--- config.mk ---
export PLATFORM = sky130hd
export DESIGN_NAME = z_symbol_decoder
export DESIGN_NICKNAME = d
export VERILOG_FILES = /design/src/rtl/z_symbol_decoder.sv
export SDC_FILE = /design/constraint.sdc
export NUM_CORES = 1
export LEC_CHECK = 0
export ABC_AREA = 1
export CORE_UTILIZATION = 55
export CTS_BUF_LIST = sky130_fd_sc_hd__clkbuf_2 sky130_fd_sc_hd__clkbuf_4 sky130_fd_sc_hd__clkbuf_8
export DETAILED_ROUTE_END_ITERATION = 16
export PLACE_DENSITY = 0.81
export SYNTH_ARGS = -nofsm -noshare
export SYNTH_HDL_FRONTEND = slang
export SYNTH_SLANG_ARGS = --single-unit
--- constraint.sdc ---
create_clock -name clk -period 2.5 [get_ports clk]
set_input_delay 0.5 -clock clk [delete_from_list [all_inputs] [get_ports clk]]
set_output_delay 0.5 -clock clk [all_outputs]
set_load 0.02 [all_outputs]
--- src/rtl/z_symbol_decoder.sv ---
// z_symbol_decoder: turns encoded (Z1,Z2) pairs back into 2-bit symbols and packs
// SYMS_PER_WORD of them into a word. Each word is held on a registered valid/ready
// output. A flush pulse emits a partially filled word, left-aligned to the MSB end.
module z_symbol_decoder #(
  parameter int SYMS_PER_WORD = 4,
  parameter int W             = 2 * SYMS_PER_WORD,
  parameter int CNT_W         = $clog2(SYMS_PER_WORD + 1)
) (
  input  logic             clk,
  input  logic             reset,
  input  logic             in_valid,
  output logic             in_ready,
  input  logic [1:0]       z_in,
  input  logic             flush,
  output logic             out_valid,
  input  logic             out_ready,
  output logic [W-1:0]     out_data,
  output logic [CNT_W-1:0] out_count
);

  typedef enum logic [0:0] {
    ACCUM      = 1'b0,
    FLUSH_WAIT = 1'b1
  } state_t;

  localparam logic [CNT_W-1:0] FULL_CNT = CNT_W'(SYMS_PER_WORD);
  localparam logic [CNT_W-1:0] LAST_CNT = CNT_W'(SYMS_PER_WORD - 1);

  state_t           state_q, state_d;
  logic [W-1:0]     acc_q, acc_d;
  logic [CNT_W-1:0] cnt_q, cnt_d;
  logic             out_valid_q, out_valid_d;
  logic [W-1:0]     out_data_q, out_data_d;
  logic [CNT_W-1:0] out_count_q, out_count_d;

  logic             slot_free_s;
  logic             accept_s;
  logic [1:0]       sym_s;
  logic [W-1:0]     eff_acc_s;
  logic [CNT_W-1:0] eff_cnt_s;
  logic [CNT_W:0]   shamt_s;
  logic [W-1:0]     aligned_s;

  // The output slot can take a new word when empty or being drained this cycle.
  assign slot_free_s = ~out_valid_q | out_ready;
  // Only the cycle that completes a word needs the slot; earlier symbols just accumulate.
  assign in_ready    = ~reset & (state_q == ACCUM) & (slot_free_s | (cnt_q < LAST_CNT));
  assign accept_s    = in_valid & in_ready;
  // X[1] = Z2, X[0] = Z1 XNOR Z2.
  assign sym_s       = {z_in[0], ~(z_in[1] ^ z_in[0])};
  // Accumulator and count as they stand after any accept in this cycle.
  assign eff_acc_s   = accept_s ? {acc_q[W-3:0], sym_s} : acc_q;
  assign eff_cnt_s   = accept_s ? (cnt_q + {{(CNT_W-1){1'b0}}, 1'b1}) : cnt_q;
  // Left-align a partial word. A full word has a shift of zero.
  assign shamt_s     = {FULL_CNT - eff_cnt_s, 1'b0};
  assign aligned_s   = eff_acc_s << shamt_s;

  // Next-state logic: accumulate, load full or flushed words, and wait for the slot during a blocked flush.
  always_comb begin
    state_d     = state_q;
    acc_d       = eff_acc_s;
    cnt_d       = eff_cnt_s;
    out_valid_d = out_valid_q & ~out_ready;
    out_data_d  = out_data_q;
    out_count_d = out_count_q;
    case (state_q)
      ACCUM: begin
        if (eff_cnt_s == FULL_CNT) begin
          // in_ready guaranteed the slot is free for this load.
          out_valid_d = 1'b1;
          out_data_d  = aligned_s;
          out_count_d = FULL_CNT;
          acc_d       = '0;
          cnt_d       = '0;
        end else if (flush && (eff_cnt_s != '0)) begin
          if (slot_free_s) begin
            out_valid_d = 1'b1;
            out_data_d  = aligned_s;
            out_count_d = eff_cnt_s;
            acc_d       = '0;
            cnt_d       = '0;
          end else begin
            state_d = FLUSH_WAIT;
          end
        end else begin
          state_d = ACCUM;
        end
      end
      FLUSH_WAIT: begin
        // No accepts happen here, so the effective values equal the held ones.
        if (slot_free_s) begin
          out_valid_d = 1'b1;
          out_data_d  = aligned_s;
          out_count_d = eff_cnt_s;
          acc_d       = '0;
          cnt_d       = '0;
          state_d     = ACCUM;
        end else begin
          state_d = FLUSH_WAIT;
        end
      end
      default: begin
        state_d = ACCUM;
        acc_d   = '0;
        cnt_d   = '0;
      end
    endcase
  end

  // State registers with synchronous reset that discards any partial word.
  always_ff @(posedge clk) begin
    if (reset) begin
      state_q     <= ACCUM;
      acc_q       <= '0;
      cnt_q       <= '0;
      out_valid_q <= 1'b0;
      out_data_q  <= '0;
      out_count_q <= '0;
    end else begin
      state_q     <= state_d;
      acc_q       <= acc_d;
      cnt_q       <= cnt_d;
      out_valid_q <= out_valid_d;
      out_data_q  <= out_data_d;
      out_count_q <= out_count_d;
    end
  end

  assign out_valid = out_valid_q;
  assign out_data  = out_data_q;
  assign out_count = out_count_q;

endmodule

==> Word-level counts from Yosys, hierarchy flattened <==
Cells that the tools add are included.
{ "op_classes": {"muxes": 26, "n_eq_ne": 2, "multipliers": 0, "reduce_logical": 2, "add_sub_neg": 2, "n_shift": 1, "div_mod_pow": 0, "bitwise": 12, "magnitude_cmp": 1} }
{ "ops": {"columns": ["cell", "count"], "rows": [
  ["8-bit two-way mux", 7],
  ["8-bit case mux with 2 select lines", 2],
  ["3-bit two-way mux", 7],
  ["3-bit case mux with 2 select lines", 2],
  ["8-bit by 4-bit left shift with 8-bit output", 1],
  ["1-bit two-way mux", 6],
  ["1-bit inverter", 5],
  ["1-bit bitwise AND", 4],
  ["1-bit case mux with 2 select lines", 2],
  ["3-bit by 1-bit adder with 3-bit output, second input constant", 1],
  ["3-bit equality test, second input constant", 1],
  ["3-bit by 2-bit less-than comparator with 1-bit output, second input constant", 1],
  ["3-bit by 1-bit != test with 1-bit output, second input constant", 1],
  ["3-bit nonzero test", 1],
  ["3-bit subtractor, first input constant", 1],
  ["1-bit bitwise OR", 2],
  ["1-bit logical AND", 1],
  ["1-bit bitwise XOR", 1]
]} }
{ "word_totals": {"output_inout_bits": 13, "mem_bits_ro": 0, "memories": 0, "mem_bits_rw": 0, "latch_bits": 0, "regBits": 24, "input_bits": 7, "elab_cells": 52} }

==> Longest topological paths before layout <==
{ "depth": {"word_depth": 12, "mapped_depth": 21} }

==> Least setup slack after synthesis <==
Ideal clock, no wire load.
{ "synth_path": {"path_type": "in2reg", "startpoint": "in reset", "endpoint": "reg cnt_q[2]", "path_slack_ps": 190, "required_time_ps": 2380, "setup_time_ps": 120, "arrival_ps": 2190, "n_path_buf": 2, "path_stages": 17, "path_cell_list": "nor2_4 nand3_4 buf_6 nand2_1 o21a_1 inv_1 ha_1 ha_1 nor2_1 inv_1 nand2_1 nor2_1 inv_1 nand2_1 nand2_1 buf_2 nor2_1"} }
{ "synth_via": {"elab_chain_len": 10, "elab_cells_between_ends": 12, "classes_between": "1 x eq/ne; 5 x mux; 4 x bitwise; 2 x reduce/logical"} }
{ "synth_rtl": {"columns": ["item", "line_no", "text"], "rows": [
  ["from (decl)", "10", "input logic reset,"],
  ["1-bit inverter", "47", "assign in_ready = ~reset & (state_q == ACCUM) & (slot_free_s | (cnt_q < LAST_CNT));"],
  ["1-bit bitwise AND (2 in series)", "47", null],
  ["1-bit bitwise AND", "48", "assign accept_s = in_valid & in_ready;"],
  ["3-bit two-way mux", "53", "assign eff_cnt_s = accept_s ? (cnt_q + {{(CNT_W-1){1'b0}}, 1'b1}) : cnt_q;"],
  ["3-bit nonzero test", "75", "end else if (flush && (eff_cnt_s != '0)) begin"],
  ["1-bit logical AND", "75", null],
  ["3-bit two-way mux", "75", null],
  ["3-bit two-way mux", "68", "if (eff_cnt_s == FULL_CNT) begin"],
  ["3-bit case mux with 2 select lines", "66", "case (state_q)"],
  ["to (signal assigned)", "122", "cnt_q <= cnt_d;"],
  ["to (decl)", "31", "logic [CNT_W-1:0] cnt_q, cnt_d;"]
]} }
Several ways; a longest one is shown, not always the timed one.
A chain may end at the register's enable or synchronous reset.

==> Final worst setup path <==
{ "layout_path": {"startpoint": "reg cnt_q[0]", "endpoint": "reg out_data_q[4] (netlist: out_data[4])"} }
{ "layout_via": {"elab_chain_len": 11, "elab_cells_between_ends": 17, "classes_between": "2 x add/sub; 1 x order compare; 2 x eq/ne; 1 x shift; 6 x mux; 3 x bitwise; 2 x reduce/logical"} }
{ "layout_rtl": {"columns": ["item", "line_no", "text"], "rows": [
  ["3-bit by 2-bit less-than comparator with 1-bit output", "47", null],
  ["1-bit bitwise OR", "47", null],
  ["1-bit bitwise AND", "47", null],
  ["1-bit bitwise AND", "48", null],
  ["3-bit two-way mux", "53", null],
  ["3-bit subtractor", "55", "assign shamt_s = {FULL_CNT - eff_cnt_s, 1'b0};"],
  ["8-bit by 4-bit left shift with 8-bit output", "56", "assign aligned_s = eff_acc_s << shamt_s;"],
  ["8-bit two-way mux", "76, 91", null],
  ["8-bit two-way mux", "75", null],
  ["8-bit two-way mux", "68", null],
  ["8-bit case mux with 2 select lines", "66", null],
  ["to (signal assigned)", "124", "out_data_q <= out_data_d;"],
  ["to (decl)", "33", "logic [W-1:0] out_data_q, out_data_d;"]
]} }
Several ways; a longest one is shown, not always the timed one. The select of a mux whose other input is x is not followed.

==> impl_metrics.toml <==
[global_route]
grt_use_total_pct = 27.9
grt_max_degree = 15
grt_pass1_wl_mm = 5.44
grt-ovfl-total = 0
grt_antenna_before_repair = 0
first_global_vias = 1308

[hold_path]
hp-start = "out_count[1]"
worstHoldPathType = "reg -> reg"

[final_layout]
antennaDiodeCount = 0
syn_to_final_growth_pct = 28.1
stdcell_area_sq_mm = 0.00172
fin_nets = 243
drive_above_1_share_pct = 19.9
fin_cells = 259

[sta]
fin_worst_skew_ns = 0.00269
slew_viol_final = 0
fmax_mhz = 434
grt_setup_unrepaired = "no"
relSlewSlack_pct = 85.2
hold_viol = 0
fin_crit_sh_pct = 92.1
period_needed_ns = 2.30
worst_pin_slew_ns = 0.221
setup_ws_ns = 0.198
setup_violations = 0

[placed_design]
place_area_sq_mm = 0.00163
placed_cells = 253
dp_hpwl_mm = 2.25
gp_congestion = 0.866
io_buffers = 19
pre_cts_ws_ns = -0.385

[synth]
synth_flop_cell = "dfxtp_1"
ys_async_sr_fraction_pct = 0
synth_top_family_by_area = "simple AND/OR/NAND/NOR gates"
yosysTopAreaCellShare_pct = 35.8
yosysMostFrequentCell = "nand2_1"
yosys_warnings = 0
yosysUniqueCellTypes = 24
synth_compound_area_share_pct = 4.75
synth_area_per_cell_sq_um = 6.85
yosys.area_share.simple_pct = 41.8
netlist_area_sq_mm = 0.00134
synth_top_area_cell = "dfxtp_1"
synthCells = 196
synth_seq_area_share_pct = 35.8
yosys_register_bits = 24
synth_edf_count = 0
synth_fa_ha_area_share_pct = 3.73
synth_xor_area_share_pct = 1.21
syn_nets = 207
synth_common_cells = "nand2_1, inv_1, dfxtp_1, nor2_1, nand3_1"
synth.area.mux_share_pct = 0
yosys-top-cells-area = "dfxtp_1, nand2_1, inv_1"

[setup_path]
crit_type = "reg -> reg"
crit_start = "cnt_q[0]"
reg2reg_from = "cnt_q[0]"
cp-end-kind = "register"
cp.required_ns = 2.75
crit_fanout = 8
crit_arrival_ns = 2.55
timing.critical_path.from_type = "register"

[die]
coreArea_sq_mm = 0.00225
die_width_microns = 51.4
start_util_pct = 59.5
dieArea_sq_mm = 0.00264
die_y_microns = 51.4
pin_count = 20
rows = 17

[clock_network]
htree_num_levels = 1
root_buffer = "clkbuf_4"
clk_pin_slew_ns = 0.14
clock_sinks = 24
cts_buffers = 3
clockBufferDepth = 2
cts_hold_buf = 0
insertion_delay_ns = 0.33
cts_tree = "done"

[power_and_ir_drop]
power_density_mw_per_mm2 = 560
vdd_drop_max_uv = 489
p_leak_nw = 0.867

[status]
status = "completed"

[run]
maxCapViolCount = 0

[drt]
dr_total_vias = 1340
finalWirelength_mm = 3.02
drtIter0Drc = 35
dr_wl_met3_microns = 195
top_layer_used = "met4"
wire_per_inst_microns = 11.6
drc = 0
drtPass1Iterations = 4
met2_length_mm = 1.42
post_drt_via_cell_ratio = 5.17
ant_nets = 0
met1_length_mm = 1.35
final timing paths:
check,endpoint,slack (ns),depth (start not counted)
worst max-delay path,out_data[4],0.20,19
worst max register to register,out_data[4],0.20,19
worst min-delay path,out_count[1],0.47,2
worst min register to register,out_count[1],0.47,2
layout by cell type (no fill, tap or decap):
master           netlist  final
dlymetal6s2s_1         0      2
a21boi_0               1      1
nor2_4                 3      4
buf_6                  4      1
clkinv_1               1      1
o21ai_1                2      2
inv_1                 29     28
nand4_2                1      1
nand3_1               11     11
xor2_2                 1      1
nand4_1               10     10
inv_2                  1      2
dlygate4sd2_1          0      2
o21ai_0                1      1
nor4_1                 1      1
a21oi_1                5      5
nor2_1                16     15
bufinv_16              0      1
a21oi_2                1      1
ha_1                   4      4
buf_4                  0     17
dfxtp_2                0      1
dfxtp_1               24     23
o21a_1                 1      1
nand2_2               10     12
clkdlybuf4s50_1        0     15
nand2_1               65     63
nand3_4                1      1
nor2_2                 1      1
clkbuf_4               0      3
stage by stage:
| stage | setup TNS, ns | power (mW) | utilization, % | hold WS, ns |
|---|---|---|---|---|
| after global placement | -4.36 | 0.657 | 72.4 | 0.444 |
| after CTS | 0 | 0.965 | 76.0 | 0.473 |
| after floorplan | 0 | 0.582 | - | 0.446 |
| after global routing | 0 | 1.01 | 76.3 | 0.499 |
| after detailed placement | -8.30 | 0.664 | 72.4 | 0.453 |
| final | 0 | 0.963 | 76.3 | 0.471 |
logic make-up (layout without fill, tap and decap cells):
kind of cell | after synthesis | count (layout)
DFF | 24 | 24
and+or+nand+nor | 119 | 119
AOI/OAI and AO/OA | 11 | 11
xor gates and xnor gates | 1 | 1
buffers and inverters | 37 | 72
adders and majority gates | 4 | 4
routing by layer:
metal	vias to the layer above	GRT usage [%]
met5	-	0
met4	0	12.2
met3	7	5.95
met2	50	46.3
met1	604	34.4
li1	679	-
power breakdown:
group | internal (mW) | switching [mW] | total [mW]
clock network | 0.162 | 0.129 | 0.291
registers | 0.404 | 0.0109 | 0.415
logic | 0.106 | 0.152 | 0.258
total | 0.672 | 0.292 | 0.963
timing repair:
item,in CTS,in global routing
buffers inserted,1,0
gates resized for setup,9,3
setup endpoints to repair,20,22
gates cloned,1,0
pin swaps,4,2
area by class of cell:
class / instances / area, sq um
multi-input cells: 135 / 703
fillers: 180 / 534
clock buffers: 3 / 22.5
repair buffers: 37 / 332
clock inverters: 1 / 30.0
inverters: 31 / 116
well taps: 28 / 35.0
flip-flops and latches: 24 / 482
worst max-delay path: stages (launching register included):
cell and delay, ns:
dfxtp_2 0.37, nand2_1 0.06, nand2_1 0.07, nand2_2 0.09, nand3_4 0.10, nand2_1 0.08
o21a_1 0.15, inv_1 0.07, ha_1 0.20, ha_1 0.20, nor2_1 0.12, inv_1 0.06
nand2_1 0.09, nor2_1 0.06, inv_1 0.07, nand2_1 0.09, nand2_2 0.13, inv_2 0.09
nand2_1 0.07, nand2_1 0.05
registers in the layout, summed over array words and instances (netlist names):
signal,cells
out_valid,1
state_q,1
cnt_q,3
out_count,3
out_data,8
acc_q,8
No activity file was read; power rests on OpenSTA's default activity.
